[config.mk]
export PLATFORM = sky130hd
export DESIGN_NAME = mem_port_arbiter
export DESIGN_NICKNAME = d
export VERILOG_FILES = /design/src/rtl/mem_port_arbiter.sv
export SDC_FILE = /design/constraint.sdc
export NUM_CORES = 1
export LEC_CHECK = 0
export CORE_ASPECT_RATIO = 1.5
export CORE_MARGIN = 10
export CORE_UTILIZATION = 43
export DETAILED_ROUTE_END_ITERATION = 16
export HOLD_SLACK_MARGIN = 0.1
export PLACE_DENSITY = 0.86
export SYNTH_ARGS = -nofsm -noshare
export SYNTH_HDL_FRONTEND = slang
export SYNTH_SLANG_ARGS = --single-unit
[constraint.sdc]
create_clock -name clk -period 3.3 [get_ports clk]
set_input_delay 0.495 -clock clk [delete_from_list [all_inputs] [get_ports clk]]
set_output_delay 0.495 -clock clk [all_outputs]
set_load 0.1 [all_outputs]
[src/rtl/mem_port_arbiter.sv]
// mem_port_arbiter
//   Shares one single-port unified instruction/data memory between the
//   instruction-fetch requester and the data requester. Each access is
//   sequenced IDLE -> BUSY (wait for mem_ready) -> DONE (done pulse).
//   Data has fixed priority over fetch; after STARVE_MAX consecutive data
//   grants made while fetch was waiting, fetch is forced to win.
//
// Ports
//   clk, reset            rising-edge clock, synchronous active-high reset
//   if_req/if_addr        fetch request (held until if_done) and address
//   if_done/if_rdata      one-cycle completion pulse, registered fetch data
//   dm_req/dm_we/dm_addr/dm_wdata
//                         data request (held until dm_done), 1 = store
//   dm_done/dm_rdata      one-cycle completion pulse, registered load data
//   mem_en/mem_we/mem_addr/mem_wdata
//                         memory strobe and command, held for the whole access
//   mem_rdata/mem_ready   memory read data, valid when mem_ready=1
//   busy                  high whenever the FSM is not idle
//   owner                 0 = fetch, 1 = data; last/current grantee
module mem_port_arbiter #(
    parameter int ADDR_W     = 32,
    parameter int DATA_W     = 32,
    parameter int STARVE_MAX = 4
) (
    input  logic              clk,
    input  logic              reset,
    input  logic              if_req,
    input  logic [ADDR_W-1:0] if_addr,
    output logic              if_done,
    output logic [DATA_W-1:0] if_rdata,
    input  logic              dm_req,
    input  logic              dm_we,
    input  logic [ADDR_W-1:0] dm_addr,
    input  logic [DATA_W-1:0] dm_wdata,
    output logic              dm_done,
    output logic [DATA_W-1:0] dm_rdata,
    output logic              mem_en,
    output logic              mem_we,
    output logic [ADDR_W-1:0] mem_addr,
    output logic [DATA_W-1:0] mem_wdata,
    input  logic [DATA_W-1:0] mem_rdata,
    input  logic              mem_ready,
    output logic              busy,
    output logic              owner
);

    typedef enum logic [1:0] {
        IDLE,
        BUSY,
        DONE
    } state_t;

    state_t     state;
    logic [3:0] starve_cnt;
    logic       starved;
    logic       pick_data;

    // Fetch is starved once the counter has reached its limit while it waits.
    always_comb begin
        starved   = if_req && (starve_cnt == 4'(STARVE_MAX));
        pick_data = dm_req && !starved;
    end

    always_ff @(posedge clk) begin
        if (reset) begin
            state      <= IDLE;
            starve_cnt <= '0;
            if_done    <= 1'b0;
            if_rdata   <= '0;
            dm_done    <= 1'b0;
            dm_rdata   <= '0;
            mem_en     <= 1'b0;
            mem_we     <= 1'b0;
            mem_addr   <= '0;
            mem_wdata  <= '0;
            busy       <= 1'b0;
            owner      <= 1'b0;
        end else begin
            if_done <= 1'b0;
            dm_done <= 1'b0;
            case (state)
                IDLE: begin
                    if (!if_req)
                        starve_cnt <= '0;
                    if (pick_data) begin
                        state     <= BUSY;
                        busy      <= 1'b1;
                        owner     <= 1'b1;
                        mem_en    <= 1'b1;
                        mem_we    <= dm_we;
                        mem_addr  <= dm_addr;
                        mem_wdata <= dm_wdata;
                        // Only data grants that overtake a waiting fetch count.
                        if (if_req && (starve_cnt < 4'(STARVE_MAX)))
                            starve_cnt <= starve_cnt + 4'd1;
                    end else if (if_req) begin
                        state      <= BUSY;
                        busy       <= 1'b1;
                        owner      <= 1'b0;
                        mem_en     <= 1'b1;
                        mem_we     <= 1'b0;
                        mem_addr   <= if_addr;
                        mem_wdata  <= '0;
                        starve_cnt <= '0;
                    end
                end
                BUSY: begin
                    if (mem_ready) begin
                        state  <= DONE;
                        mem_en <= 1'b0;
                        mem_we <= 1'b0;
                        if (owner) begin
                            dm_done <= 1'b1;
                            // A store leaves the previous load data in place.
                            if (!mem_we)
                                dm_rdata <= mem_rdata;
                        end else begin
                            if_done  <= 1'b1;
                            if_rdata <= mem_rdata;
                        end
                    end
                end
                DONE: begin
                    state <= IDLE;
                    busy  <= 1'b0;
                end
                default: begin
                    state <= IDLE;
                    busy  <= 1'b0;
                end
            endcase
        end
    end

endmodule

==> results of run 1 <==
registers in the layout, summed over array words and instances (netlist names):
signal / flops
state: 2
busy: 1
if_rdata: 32
owner: 1
starve_cnt: 4
dm_rdata: 32
mem_we: 1
mem_wdata: 32
mem_en: 1
mem_addr: 32
if_done: 1
dm_done: 1
routing by layer:
metal  routed length (µm)  part of all wire [%]  vias up
li1                     -                     -     2586
met1                 6430                    37     2383
met2                 9420                    54      180
met3                 1280                   7.3       19
met4                  379                   2.2        0
met5                    0                     0        -
power breakdown:
group / switching, mW / total [mW] / internal (mW)
Clock: 0.787 / 1.85 / 1.07
Sequential: 0.0529 / 1.84 / 1.79
Combinational: 0.988 / 1.38 / 0.391
synth_stat cells:
master	n	area [µm²]
dfxtp_1	140	2800
nor3b_2	1	12.5
clkbuf_1	19	71.3
or3b_2	1	8.76
inv_1	3	11.3
o21ai_2	1	8.76
a31oi_1	2	12.5
nand3_1	3	15.0
nand3b_4	1	20.0
and2_1	2	12.5
a211oi_1	33	248
o31ai_1	1	7.51
nor2_4	1	11.3
nand2_1	163	612
or2_2	1	6.26
nor4_1	1	6.26
nand4b_1	2	17.5
nand2b_1	2	12.5
buf_6	3	33.8
nor3_1	2	10.0
or3b_1	1	8.76
buf_4	6	45.0
a22oi_1	32	240
and3_1	1	6.26
a21oi_1	102	510
buf_2	21	105
nor2_1	72	270
buf_1	2	7.51
or2_1	1	6.26
ha_1	2	25.0
placed cells by master, fill, tap and decap left out:
| cell | count |
|---|---|
| buf_4 | 30 |
| nand3b_4 | 1 |
| o31ai_1 | 1 |
| dfxtp_1 | 140 |
| inv_1 | 3 |
| nor3_1 | 2 |
| nand2b_1 | 2 |
| or2_1 | 1 |
| nor2_4 | 1 |
| a22oi_1 | 32 |
| nor3b_4 | 1 |
| nor2_2 | 1 |
| nor2_1 | 71 |
| nand3_1 | 3 |
| or3b_2 | 1 |
| clkdlybuf4s50_1 | 249 |
| clkinvlp_4 | 3 |
| a211oi_1 | 33 |
| clkbuf_16 | 17 |
| nand4b_1 | 2 |
| clkinv_2 | 1 |
| or3b_1 | 1 |
| clkinv_4 | 1 |
| or2_2 | 1 |
| a31oi_1 | 2 |
| ha_1 | 2 |
| bufinv_16 | 1 |
| inv_8 | 3 |
| a21oi_1 | 102 |
| inv_6 | 6 |
| and3_1 | 1 |
| and2_1 | 2 |
| nand2_1 | 163 |
| o21ai_4 | 1 |
| nor4_1 | 1 |
cell type report:
| type | count | share of cell area (%) |
|---|---|---|
| Clock buffer | 17 | 5.06 |
| Clock inverter | 15 | 1.82 |
| Inverter | 3 | 0.134 |
| Multi-Input combinational cell | 428 | 25.0 |
| Sequential cell | 140 | 33.3 |
| Tap cell | 153 | 2.28 |
| Timing Repair Buffer | 279 | 32.3 |
kinds of logic after synthesis:
| logic type | after synthesis |
|---|---|
| and+or+nand+nor | 255 |
| AOI/OAI and AO/OA | 171 |
| DFF | 140 |
| buffers and inverters | 54 |
| adders and majority gates | 2 |
through the flow:
step,std cells,worst slack (ps)
after floorplan,622,1370
after global placement,1003,870
after detailed placement,1003,814
after CTS,1035,824
after global routing,1035,808
final,1035,845
final timing paths:
| path | start | end |
|---|---|---|
| worst max-delay path | mem_wdata[13]$_SDFFE_PP0P_ | mem_wdata[13] |
| worst min-delay path | if_rdata[12]$_SDFFE_PP0P_ | if_rdata[12]$_SDFFE_PP0P_ |
| worst max register to register | state[1]$_SDFFE_PP0P_ | dm_rdata[4]$_SDFFE_PP0P_ |
| worst min register to register | if_rdata[12]$_SDFFE_PP0P_ | if_rdata[12]$_SDFFE_PP0P_ |
==> flow_metrics.tcl, run 1 <==
set metrics [dict create \
    status "complete, no violations" \
    crit_chain "clkdlybuf4s50_1" \
    placed_area_um2 7830 \
    port_buffers 267 \
    rsz0062_at_grt "no" \
    required_ps 2800 \
    ys_ff_latch 140 \
    postRouteAntennaNets 0 \
    clock_latency_ps 410 \
    grt_first_pass_wirelength_um 27200 \
    drt_first_pass_iters 4 \
    worstSetupEndpointType "primary output" \
    worst_ep_arrival_time_ps 1960 \
    final.period_utilization_pct 74.4 \
    grt-busiest-layer "met2" \
    cts_buffers 17 \
    synth_cells 622 \
    dp_hpwl_um 12900 \
    totalWireLength_um 17500 \
    drt-initial-drc-count 259 \
    post_cts_buffers 0 \
    synth_top_family_by_area "simple AND/OR/NAND/NOR gates" \
    ios 268 \
    irDropWorstVdd_mv 0.400 \
    stdcell_area_um2 8410 \
    hold_depth 2 \
    r2r_cells 4 \
    path_max_fanout 2 \
    final-hold-violation-count 0 \
    synth.distinct_cells 30 \
    holdWs_ps 451 \
    synthMuxAreaShare_pct 0 \
    grt_pass1_vias 5126 \
    final_max_slew_viol_count 0 \
    coreArea_um2 11900 \
    cts_tree "done" \
    power_density_nw_per_um2 604 \
    synthAdderAreaFrac_pct 0.484 \
    slowest_stage "clkdlybuf4s50_1" \
    p_total_mw 5.08 \
    crit_path_start_kind "flop" \
    cts.sinks 140 \
    clock_skew_ps 10.6 \
    drc 0 \
    clockBufferDepth 2 \
    path_delay_family "buffers and inverters" \
    place.gp.congestion 0.792 \
    r2r_slack_ps 1320 \
    use_met3_pct 6.49 \
    regArea_um2 2800 \
    vias_per_cell 4.99 \
    cts_root_buffer "clkbuf_16" \
    fp.dieH_um 154 \
    synth_xor_area_share_pct 0 \
    drt-wirelength-per-cell_um 16.9 \
    slowest_delay_ps 1190 \
    grtUsageMet1_pct 21.7 \
    maxSlewHeadroom_pct 26.5 \
    path_buf_inv 1 \
    hp-class "reg -> reg" \
    syn_nets 758 \
    drive_gt1_share_pct 7.82 \
    area_growth_pct 62.7 \
    yosysWarnings 0 \
    cts_hold_buf 0 \
    grt_overflow_total 0 \
    maxCapViolations 0 \
    fin_setup_tns_ps 0 \
    max_freq_mhz 407 \
    antenna_cells 0 \
    synth_compound_area_share_pct 19.9 \
    setup_viol_count_final 0 \
    grt_max_degree 79 \
    p_leak_nw 3.12 \
    cp.depth 1 \
    clk_pin_slew_ps 70 \
    fillers 919 \
    tightest_slew_ps 1100 \
    seq_area_frac_synth_pct 54.3 \
    multiInputGateArea_um2 2100 \
    synth_area_um2 5160 \
    die_w_um 109 \
    met2_usage_pct 35.7 \
    via_count 5168 \
    synth-simple-area-share_pct 20.1 \
    start_util_pct 43.4 \
    cts_resized 0 \
    cts-htree-levels 4 \
    layout.nets 1005 \
    track_usage_pct 20.2 \
    rows 49 \
    critical_path_class "reg -> out" \
    min_period_ps 2460 \
    final_util_pct 70.7 \
    die-area_um2 16900 \
    antenna_found_initial 0 \
    avgSynthCellArea_um2 8.30 \
]
Note: power is estimated with default switching activity, not from simulation.
==> run 2: changes to the inputs <==
- CORE_UTILIZATION: 43 -> 36
- PLACE_DENSITY: 0.86 -> 0.77
- clock period: 3.3 -> 2.2 ns (I/O delays scaled with it)
==> flow_metrics.tcl, run 2 (synthesis results as in run 1) <==
set metrics [dict create \
    area_growth_pct 60.7 \
    cts_tree "done" \
    min_period_ps 1660 \
    clk_pin_slew_ps 60 \
    slowest_stage "dfxtp_1" \
    totalWireLength_um 17900 \
    coreArea_um2 14100 \
    fin_setup_tns_ps 0 \
    fin_cells 1075 \
    grt_overflow_total 0 \
    slowest_delay_ps 380 \
    stdcell_area_um2 8300 \
    grt_pass1_vias 5067 \
    final_max_slew_viol_count 0 \
    critical_path_class "reg -> reg" \
    cts_root_buffer "clkbuf_16" \
    final-hold-violation-count 0 \
    cts-htree-levels 4 \
    worstSetupEndpointType "flop" \
    worst_ep_arrival_time_ps 1990 \
    maxCapViolations 0 \
    cts_hold_buf 0 \
    dp_cells 1043 \
    final_util_pct 59.0 \
    vias_per_cell 4.82 \
    drt_first_pass_iters 4 \
    hold_depth 2 \
    rsz0062_at_grt "no" \
    cts_buffers 17 \
    die-area_um2 19600 \
    irDropWorstVdd_mv 0.436 \
    r2r-end "mem_wdata[20]$_SDFFE_PP0P_" \
    power.internal_mw 5.10 \
    path_delay_family "simple AND/OR/NAND/NOR gates" \
    path_buf_inv 2 \
    required_ps 2540 \
    cts.sinks 140 \
    via_count 5186 \
    place.gp.congestion 0.796 \
    switching_share_pct 35.0 \
    status "complete, no violations" \
    r2r-start "starve_cnt[0]$_SDFFE_PP0P_" \
    hp-start "reset" \
    power_density_nw_per_um2 945 \
    antenna_found_initial 0 \
    clockBufferDepth 2 \
    layout.nets 1006 \
    fp.dieH_um 167 \
    clock_latency_ps 410 \
    r2r_slack_ps 540 \
    die_w_um 118 \
    r2r_cells 7 \
    crit_chain "inv_1 -> ha_1 -> nand4b_1 -> and3_1 -> buf_4 -> a22oi_1 -> nor2_1" \
    start_util_pct 36.7 \
    max_freq_mhz 603 \
    p_switching_mw 2.74 \
    power_frac_comb_pct 26.2 \
    power_frac_seq_pct 35.3 \
    postRouteAntennaNets 0 \
    setup_viol_count_final 0 \
    maxSlewHeadroom_pct 56.3 \
    layout_commonest_cell "nand2_1" \
    grt_max_degree 47 \
    cts_resized 0 \
    drc 0 \
    track_usage_pct 17.2 \
    dp_hpwl_um 13200 \
    final.period_utilization_pct 75.4 \
    drt-wirelength-per-cell_um 16.6 \
    drt-initial-drc-count 277 \
    power.share.clock_pct 38.5 \
    drive_gt1_share_pct 21.1 \
    path_max_fanout 33 \
    hp-class "in -> reg" \
    rows 53 \
    placed_area_um2 7680 \
    antenna_cells 0 \
    grt_first_pass_wirelength_um 27500 \
    ios 268 \
    post_cts_buffers 0 \
    hold_end "owner$_SDFFE_PP0P_" \
    p_leak_nw 3.39 \
    final_cell_mix "nand2_1 (163), buf_4 (141), dfxtp_1 (140)" \
    port_buffers 267 \
    tightest_slew_ps 655 \
    crit_path_start_kind "flop" \
    clock_skew_ps 15.0 \
]
-- run 2: area by class of cell --
cell class	instances	area, µm²
multi-input cells	428	2100
fillers	1277	5760
clock inverters	13	178
flip-flops and latches	140	2800
repair buffers	280	2520
well taps	192	240
inverters	3	11.3
clock buffers	19	443
-- run 2: layer usage --
layer,vias to the layer above,GRT usage [%],share of wire [%]
met5,-,0,0
met4,0,6.80,2.4
met3,24,6.46,7.9
met2,191,30.4,52
met1,2382,18.1,38
li1,2589,-,-
-- run 2: how the worst max path moves through the flow --
stage | startpoint | to | slack [ps] | cells after the start
2_1_floorplan | owner$_SDFFE_PP0P_ | dm_rdata[10]$_SDFFE_PP0P_ | 270 | 5
3_3_place_gp | mem_ready | dm_rdata[27]$_SDFFE_PP0P_ | 290 | 6
3_5_place_dp | mem_ready | if_rdata[20]$_SDFFE_PP0P_ | 240 | 5
4_1_cts | starve_cnt[0]$_SDFFE_PP0P_ | mem_wdata[20]$_SDFFE_PP0P_ | 540 | 7
5_1_grt | starve_cnt[0]$_SDFFE_PP0P_ | mem_addr[2]$_SDFFE_PP0P_ | 440 | 7
6_report | starve_cnt[0]$_SDFFE_PP0P_ | mem_wdata[20]$_SDFFE_PP0P_ | 540 | 7
-- run 2: power by group through the flow --
stage          Sequential (mW)  Clock (mW)  Combinational, mW
3_3_place_gp              2.82           0               2.06
5_1_grt                   2.79        3.20               2.15
3_5_place_dp              2.82           0               2.07
2_1_floorplan             3.85           0              0.402
4_1_cts                   2.77        3.09               2.08
6_report                  2.77        3.02               2.06
-- run 2: metrics by stage --
step	hold WS, ps	worst slack (ps)	total power [mW]
after floorplan	466	275	4.25
after global placement	442	286	4.88
after detailed placement	447	242	4.89
after CTS	358	535	7.93
after global routing	390	438	8.14
final	378	541	7.84
